**src/rtl/reconf_ctrl.sv**
```systemverilog
// rtl/reconf_ctrl.sv - partial-reconfiguration controller: quiesce, isolate, stream bitstream, release
module reconf_ctrl #(
  parameter int NUM_RR     = 3,
  parameter int ACK_TMO    = 1024,
  parameter int SETTLE_CYC = 16
) (
  input  logic              clk,
  input  logic              rst,
  input  logic              start,
  input  logic [2:0]        start_rrid,
  input  logic [15:0]       bs_len,
  output logic              busy,
  output logic              done,
  output logic              err,
  output logic [NUM_RR-1:0] rc_reqn,
  input  logic [NUM_RR-1:0] rc_ackn,
  output logic [NUM_RR-1:0] is_reconfn,
  input  logic              s_prdy,
  output logic              s_crdy,
  input  logic [31:0]       s_data,
  output logic              cfg_prdy,
  input  logic              cfg_crdy,
  output logic [31:0]       cfg_data
);

  // One shared counter serves both the ack timeout and the settle wait
  localparam int CNT_MAX = (ACK_TMO > SETTLE_CYC) ? ACK_TMO : SETTLE_CYC;
  localparam int CW      = $clog2(CNT_MAX + 1);
  localparam logic [CW-1:0] TMO_LAST    = CW'(ACK_TMO - 1);
  localparam logic [CW-1:0] SETTLE_LAST = CW'(SETTLE_CYC - 1);

  typedef enum logic [2:0] {
    S_IDLE, S_REQ, S_ISOL, S_XFER, S_SETTLE, S_RELEASE, S_DONE
  } state_t;

  state_t            state;
  logic [2:0]        id;
  logic [15:0]       len;
  logic [15:0]       wcnt;
  logic [CW-1:0]     cnt;
  logic [NUM_RR-1:0] sel;
  logic [NUM_RR-1:0] start_sel;
  logic              rrid_ok;
  logic              target_ack;
  logic              target_rel;
  logic              xfer;
  logic              move;

  // One-hot masks for the latched region and the region named by start
  always_comb begin
    sel       = '0;
    start_sel = '0;
    for (int i = 0; i < NUM_RR; i++) begin
      sel[i]       = (id == 3'(i));
      start_sel[i] = (start_rrid == 3'(i));
    end
  end

  // Only the target bit of rc_ackn is looked at; other regions are ignored
  assign target_ack = ((rc_ackn & sel) == '0);
  assign target_rel = ((rc_ackn & sel) == sel);
  assign rrid_ok    = ({29'd0, start_rrid} < 32'(NUM_RR));

  assign busy = (state != S_IDLE);

  // Bitstream path is a straight pass-through, closed off outside XFER
  assign xfer     = (state == S_XFER);
  assign cfg_prdy = xfer & s_prdy;
  assign s_crdy   = xfer & cfg_crdy;
  assign cfg_data = xfer ? s_data : 32'd0;
  assign move     = xfer & s_prdy & cfg_crdy;

  // Main sequencer with registered handshake outputs and status pulses
  always_ff @(posedge clk or posedge rst) begin
    if (rst) begin
      state      <= S_IDLE;
      id         <= '0;
      len        <= '0;
      wcnt       <= '0;
      cnt        <= '0;
      done       <= 1'b0;
      err        <= 1'b0;
      rc_reqn    <= '1;
      is_reconfn <= '1;
    end else begin
      done <= 1'b0;
      err  <= 1'b0;
      case (state)
        S_IDLE: begin
          if (start) begin
            if (rrid_ok) begin
              state   <= S_REQ;
              id      <= start_rrid;
              len     <= bs_len;
              cnt     <= '0;
              wcnt    <= '0;
              rc_reqn <= ~start_sel;
            end else begin
              err <= 1'b1;
            end
          end
        end
        S_REQ: begin
          if (target_ack) begin
            state      <= S_ISOL;
            is_reconfn <= ~sel;
          end else if (cnt == TMO_LAST) begin
            state   <= S_IDLE;
            rc_reqn <= '1;
            err     <= 1'b1;
          end else begin
            cnt <= cnt + 1'b1;
          end
        end
        S_ISOL: begin
          cnt   <= '0;
          state <= (len == 16'd0) ? S_SETTLE : S_XFER;
        end
        S_XFER: begin
          if (move) begin
            wcnt <= wcnt + 16'd1;
            if (wcnt == len - 16'd1) state <= S_SETTLE;
          end
        end
        S_SETTLE: begin
          if (cnt == SETTLE_LAST) begin
            state      <= S_RELEASE;
            rc_reqn    <= '1;
            is_reconfn <= '1;
          end else begin
            cnt <= cnt + 1'b1;
          end
        end
        S_RELEASE: begin
          // The region may take as long as it needs to drop its ack
          if (target_rel) begin
            state <= S_DONE;
            done  <= 1'b1;
          end
        end
        S_DONE:  state <= S_IDLE;
        default: state <= S_IDLE;
      endcase
    end
  end

endmodule

```
**config.mk**
```make
export PLATFORM = sky130hd
export DESIGN_NAME = reconf_ctrl
export DESIGN_NICKNAME = d
export VERILOG_FILES = /design/src/rtl/reconf_ctrl.sv
export SDC_FILE = /design/constraint.sdc
export NUM_CORES = 1
export LEC_CHECK = 0
export CELL_PAD_IN_SITES_DETAIL_PLACEMENT = 1
export CELL_PAD_IN_SITES_GLOBAL_PLACEMENT = 2
export CORE_MARGIN = 2
export CORE_UTILIZATION = 26
export CTS_BUF_LIST = sky130_fd_sc_hd__clkbuf_8
export DETAILED_ROUTE_END_ITERATION = 16
export PLACE_DENSITY = 0.77
export SLEW_MARGIN = 20
export SYNTH_ARGS = -nofsm -noshare
export SYNTH_HDL_FRONTEND = slang
export SYNTH_SLANG_ARGS = --single-unit
```
**constraint.sdc**
```tcl
create_clock -name clk -period 2.5 [get_ports clk]
set_input_delay 0.5 -clock clk [delete_from_list [all_inputs] [get_ports clk]]
set_output_delay 0.5 -clock clk [all_outputs]
set_load 0.02 [all_outputs]
```
Word level (Yosys, flattened, before mapping)
Index checks and enable logic that the tools add are counted.
{ "classes": {"addsub": 3, "n_lt_le_gt_ge": 1, "n_eq_ne": 25, "muxes": 36, "bitwise": 6, "reduce_logical": 16} }
{ "ops": {"columns": ["cell", "count"], "rows": [
  ["2-to-1 mux 11 bit", 5],
  ["2-to-1 mux 16 bit", 3],
  ["2-to-1 mux 3 bit", 15],
  ["one-hot mux 11 bit (4 select lines)", 1],
  ["2-to-1 mux 32 bit", 1],
  ["one-hot mux 16 bit (2 select lines)", 1],
  ["inequality test 2 bit, second input constant", 9],
  ["one-hot mux 3 bit (6 select lines)", 1],
  ["adder 16 x 1 -> 16 bit, second input constant", 1],
  ["== test 16 bit", 1],
  ["zero test 16 bit", 1],
  ["subtractor 16 x 1 -> 16 bit, second input constant", 1],
  ["== test 3 x 2 -> 1 bit, second input constant", 4],
  ["zero test 3 bit", 4],
  ["AND reduction 6 bit", 2],
  ["adder 11 x 1 -> 11 bit, second input constant", 1],
  ["== test 11 x 10 -> 1 bit, second input constant", 1],
  ["== test 11 x 4 -> 1 bit, second input constant", 1],
  ["== test 3 x 1 -> 1 bit, second input constant", 3],
  ["one-hot mux 3 bit (3 select lines)", 1],
  ["AND reduction 7 bit", 1],
  ["== test 3 bit, second input constant", 2],
  ["2-to-1 mux 1 bit", 6],
  ["inverter 3 bit", 2],
  ["other kinds (13)", 19]
]} }
{ "totals": {"reg_bits": 57, "in_bits": 59, "output_inout_bits": 43, "word_cells": 96} }

Logic depth before layout (Yosys ltp)
Gate-level depths: netlist of run 1.
{ "logic_depth": {"depth_word": 5, "depth_mapped": 8, "ltp_nobuf": 8} }

Least setup slack after synthesis of run 1
OpenSTA, ideal clock, no wires.
{ "synth_path": {"path_type": "reg2reg", "start": "reg len[0]", "end": "reg state[0]", "setup_time_ns": 0.124, "t_arrival_ns": 2.414, "required_ns": 2.376, "slack_ns": -0.037, "path_stages_with_launch": 9, "path_buffers": 0, "period_less_slack_ns": 2.537, "path_cell_list": "dfrtp_1 > inv_1 > ha_1 > or3b_2 > or3_4 > mux2i_1 > mux2i_1 > or3_1 > a211o_1"} }
{ "synth_via": {"elab_chain_cells": 4, "elab_cells_between_ends": 7, "classes_between": "add/sub: 1; eq/ne: 2; mux: 2; reduce/logical: 2"} }
{ "synth_lines": {"columns": ["item", "line_no", "source"], "rows": [
  ["from (decl)", "38", "logic [15:0] len;"],
  ["from (signal assigned)", "94", "len <= bs_len;"],
  ["subtractor 16 x 1 -> 16 bit", "122", "if (wcnt == len - 16'd1) state <= S_SETTLE;"],
  ["== test 16 bit", "122", null],
  ["inequality test 2 x 1 -> 1 bit (no source line)", null, null],
  ["AND reduction 7 bit (no source line)", null, null],
  ["to (signal assigned)", "117", "state <= (len == 16'd0) ? S_SETTLE : S_XFER;"],
  ["to (decl)", "36", "state_t state;"]
]} }
Several ways; a longest one is shown, not always the timed one.
A chain may end at the register's enable or synchronous reset.

Worst setup path after layout of run 1
{ "layout_path": {"start": "reg len[4]", "end": "reg state[0]"} }
The elaborated chain is that of the path after synthesis.

==> flow_metrics.py, run 1 <==
metrics = {
    "final_layout": {
        "fin_util_pct": 40.86,
        "n_fill_cell": 1560,
        "nNetsFinal": 607,
        "num_antenna_cells": 0,
        "drive_above_1_share_pct": 20.77,
        "syn2layout_area_growth_pct": 52.21,
    },
    "worst_setup_path": {
        "cp-end-kind": "flip-flop",
        "path_max_fanout": 3,
        "path_cells": "or4_4 -> o41ai_2 -> o2111a_1 -> o2111ai_2 -> or3_4 -> a211o_1",
        "slowest_delay_ns": 0.57,
        "slowest_stage": "or4_4",
        "arrival_ns": 2.70,
        "worst_ep_required_time_ns": 2.73,
        "critPathLaunchType": "flip-flop",
        "worstSetupPathType": "flip-flop to flip-flop",
    },
    "synth": {
        "yosys.cell_types.count": 61,
        "netlist_area_sq_um": 3597,
        "synth_area_leaders": "dfrtp_1, and2_1, dfstp_2",
        "synth-seq-area-share_pct": 39.86,
        "ys_warn_count": 0,
        "synth_edf_count": 0,
        "synth_seq_cells": 57,
        "synthCells": 395,
        "synth_top_area_share_pct": 35.48,
        "synth_top_area_cell": "dfrtp_1",
        "synth_area_per_cell_sq_um": 9.107,
        "ys.flop_type": "dfrtp_1",
        "synth-async-reset-ratio_pct": 100.0,
        "syn-num-nets": 458,
    },
    "sta": {
        "worst_pin_slew_ns": 0.6461,
        "fin_crit_ns": 2.470,
        "min_period_over_period_pct": 98.80,
        "setup_viol": 0,
        "relSlewSlack_pct": 55.82,
        "report.final.slew_viol_count": 0,
        "finClkSkew_ns": 0.02007,
        "rsz0062_at_grt": "true",
        "max_freq_mhz": 404.8,
        "tns_ns": 0,
        "hold_violations": 0,
    },
    "routing": {
        "via_per_inst": 4.869,
        "wl_um": 11490,
        "ant_nets": 0,
        "drtIter0Drc": 123,
        "avgRoutedWirePerCell_um": 15.85,
        "drt-pass1-iter-count": 4,
        "drc": 0,
        "vias": 3530,
    },
    "grt": {
        "grt_max_degree": 40,
        "antenna_found_initial": 0,
        "grt_pass1_vias": 3683,
        "gr-total-overflow": 0,
        "grt_first_pass_wirelength_um": 19250,
        "grt_usage_pct": 16.33,
    },
    "die": {
        "rows": 42,
        "die_w_um": 121.6,
        "dieArea_sq_um": 14790,
        "ioPinCount": 102,
        "start_util_pct": 26.84,
        "core_area_sq_um": 13400,
        "die_y_um": 121.6,
    },
    "placed_design": {
        "place_congestion": 0.7654,
        "hpwl_um": 8968,
        "port_buffers": 101,
    },
    "clock_network": {
        "clock_path_buffers": 2,
        "cts_tree": "built",
        "path_clk_slew_ns": 0.08,
        "clock_sinks": 57,
        "holdBufCountCts": 0,
        "clk-insertion-delay-late_ns": 0.35,
        "cts_buffers": 9,
        "cts_root_buf": "clkbuf_8",
        "cts_max_level": 3,
    },
    "hold_path": {
        "min_path_type": "input port to async pin",
    },
    "pwr": {
        "powerDensity_nw_per_um2": 665.3,
        "ir_drop_uv": 302.4,
        "total_power_mw": 3.643,
        "p_leak_nw": 2.328,
    },
    "run_status": {
        "status": "finished, final reports clean",
    },
    "flow_run": {
        "drv_cap": 0,
    },
}
[path summary, 6_finish.rpt]
path / start / to / slack (ns) / depth (start not counted)
max reg2reg: len[4] / state[0] / 0.03 / 6
min reg2reg: rc_reqn[1] / rc_reqn[1] / 0.49 / 2
min: rst / cnt[10] / 0.47 / 2
min in group clk: rc_reqn[1] / rc_reqn[1] / 0.49 / 2
max: len[4] / state[0] / 0.03 / 6
max in group asynchronous: rst / rc_reqn[1] / 1.40 / 3
[timing repair]
action / CTS / global route
pin swaps: 1 / 9
setup buffers: 0 / 6
setup endpoints to repair: 37 / 16
gates resized for setup: 39 / 16
cloned: 0 / 0
[registers in the layout, summed over array words and instances, names as in the netlist, 3 cells and up]
name,flops
id,3
is_reconfn,3
len,16
state,3
cnt,11
wcnt,16
rc_reqn,3
[synth_stat cells (11+ instances only)]
| library cell | number |
|---|---|
| dfrtp_1 | 51 |
| nand3_1 | 14 |
| clkbuf_1 | 13 |
| nand2_1 | 27 |
| xor2_1 | 18 |
| nand4_1 | 12 |
| inv_1 | 13 |
| a21oi_1 | 11 |
| o21ai_0 | 23 |
| xnor2_1 | 14 |
| mux2_2 | 14 |
| and2_1 | 36 |
| nor2_1 | 31 |
[metal layers]
layer	share of wire [%]	vias up	wire length (um)	track usage, %
li1	-	1724	-	-
met1	45	1748	5184	20.66
met2	51	50	5823	28.62
met3	3.3	8	383	3.230
met4	0.89	0	102	4.023
met5	0	-	0	0
[kinds of logic after synthesis]
family / after synthesis / share of synthesized area [%]
flip-flops: 57 / 39.86
AO/OA/AOI/OAI: 78 / 14.89
multiplexers: 18 / 5.496
buffers and inverters: 32 / 3.478
XOR/XNOR: 32 / 7.791
adder cells (fa/ha/maj): 4 / 1.391
AND/OR/NAND/NOR: 174 / 27.10
[worst max-delay path, delay by kind of cell, from the launching register on]
family,cells,cell delay [ns]
compound gates,4,1.00
simple gates,2,0.97
flops,1,0.38
[per-stage QoR]
| step | hold slack (ns) | instances | area [sq um] | setup slack, ns |
|---|---|---|---|---|
| 3_3_place_gp | 0.4818 | 704 | 5164 | -0.2771 |
| 3_5_place_dp | 0.4819 | 704 | 5164 | -0.3235 |
| 4_1_cts | 0.4802 | 720 | 5358 | -0.1178 |
| 5_1_grt | 0.4945 | 725 | 5475 | -0.06468 |
| 2_1_floorplan | 0.4756 | 395 | 3610 | 0.02843 |
| 6_report | 0.4725 | 725 | 5475 | 0.02989 |
[power by group]
group	switching, mW	total, mW	internal, mW
combinational	0.703	1.44	0.735
sequential	0.181	1.31	1.12
clock	0.389	0.900	0.511
[cell type report]
type,count,area [sq um],area share [%]
clock buffer,11,151.4,2.765
tap,176,220.2,4.022
clock inverter,5,55.05,1.005
multi-input combinational,306,2157,39.40
sequential,57,1434,26.19
inverter,14,52.55,0.9598
timing repair buffer,156,1405,25.66
[layout by cell type, fill, tap and decap left out, types with 12 or more instances in the layout]
master,n
and2_1,36
buf_4,51
clkdlybuf4s50_1,67
dfrtp_1,51
dlygate4sd2_1,34
mux2_2,14
nand2_1,27
nand3_1,14
nand4_1,12
nor2_1,31
o21ai_0,22
xnor2_1,14
xor2_1,18
(Power assumes the default switching activity.)
==> run 2, diff against run 1 <==
- GPL_ROUTABILITY_DRIVEN: unset -> 0
==> results of run 2 <==
Same layout as run 1: the final DEF is identical, and so are final timing and power.
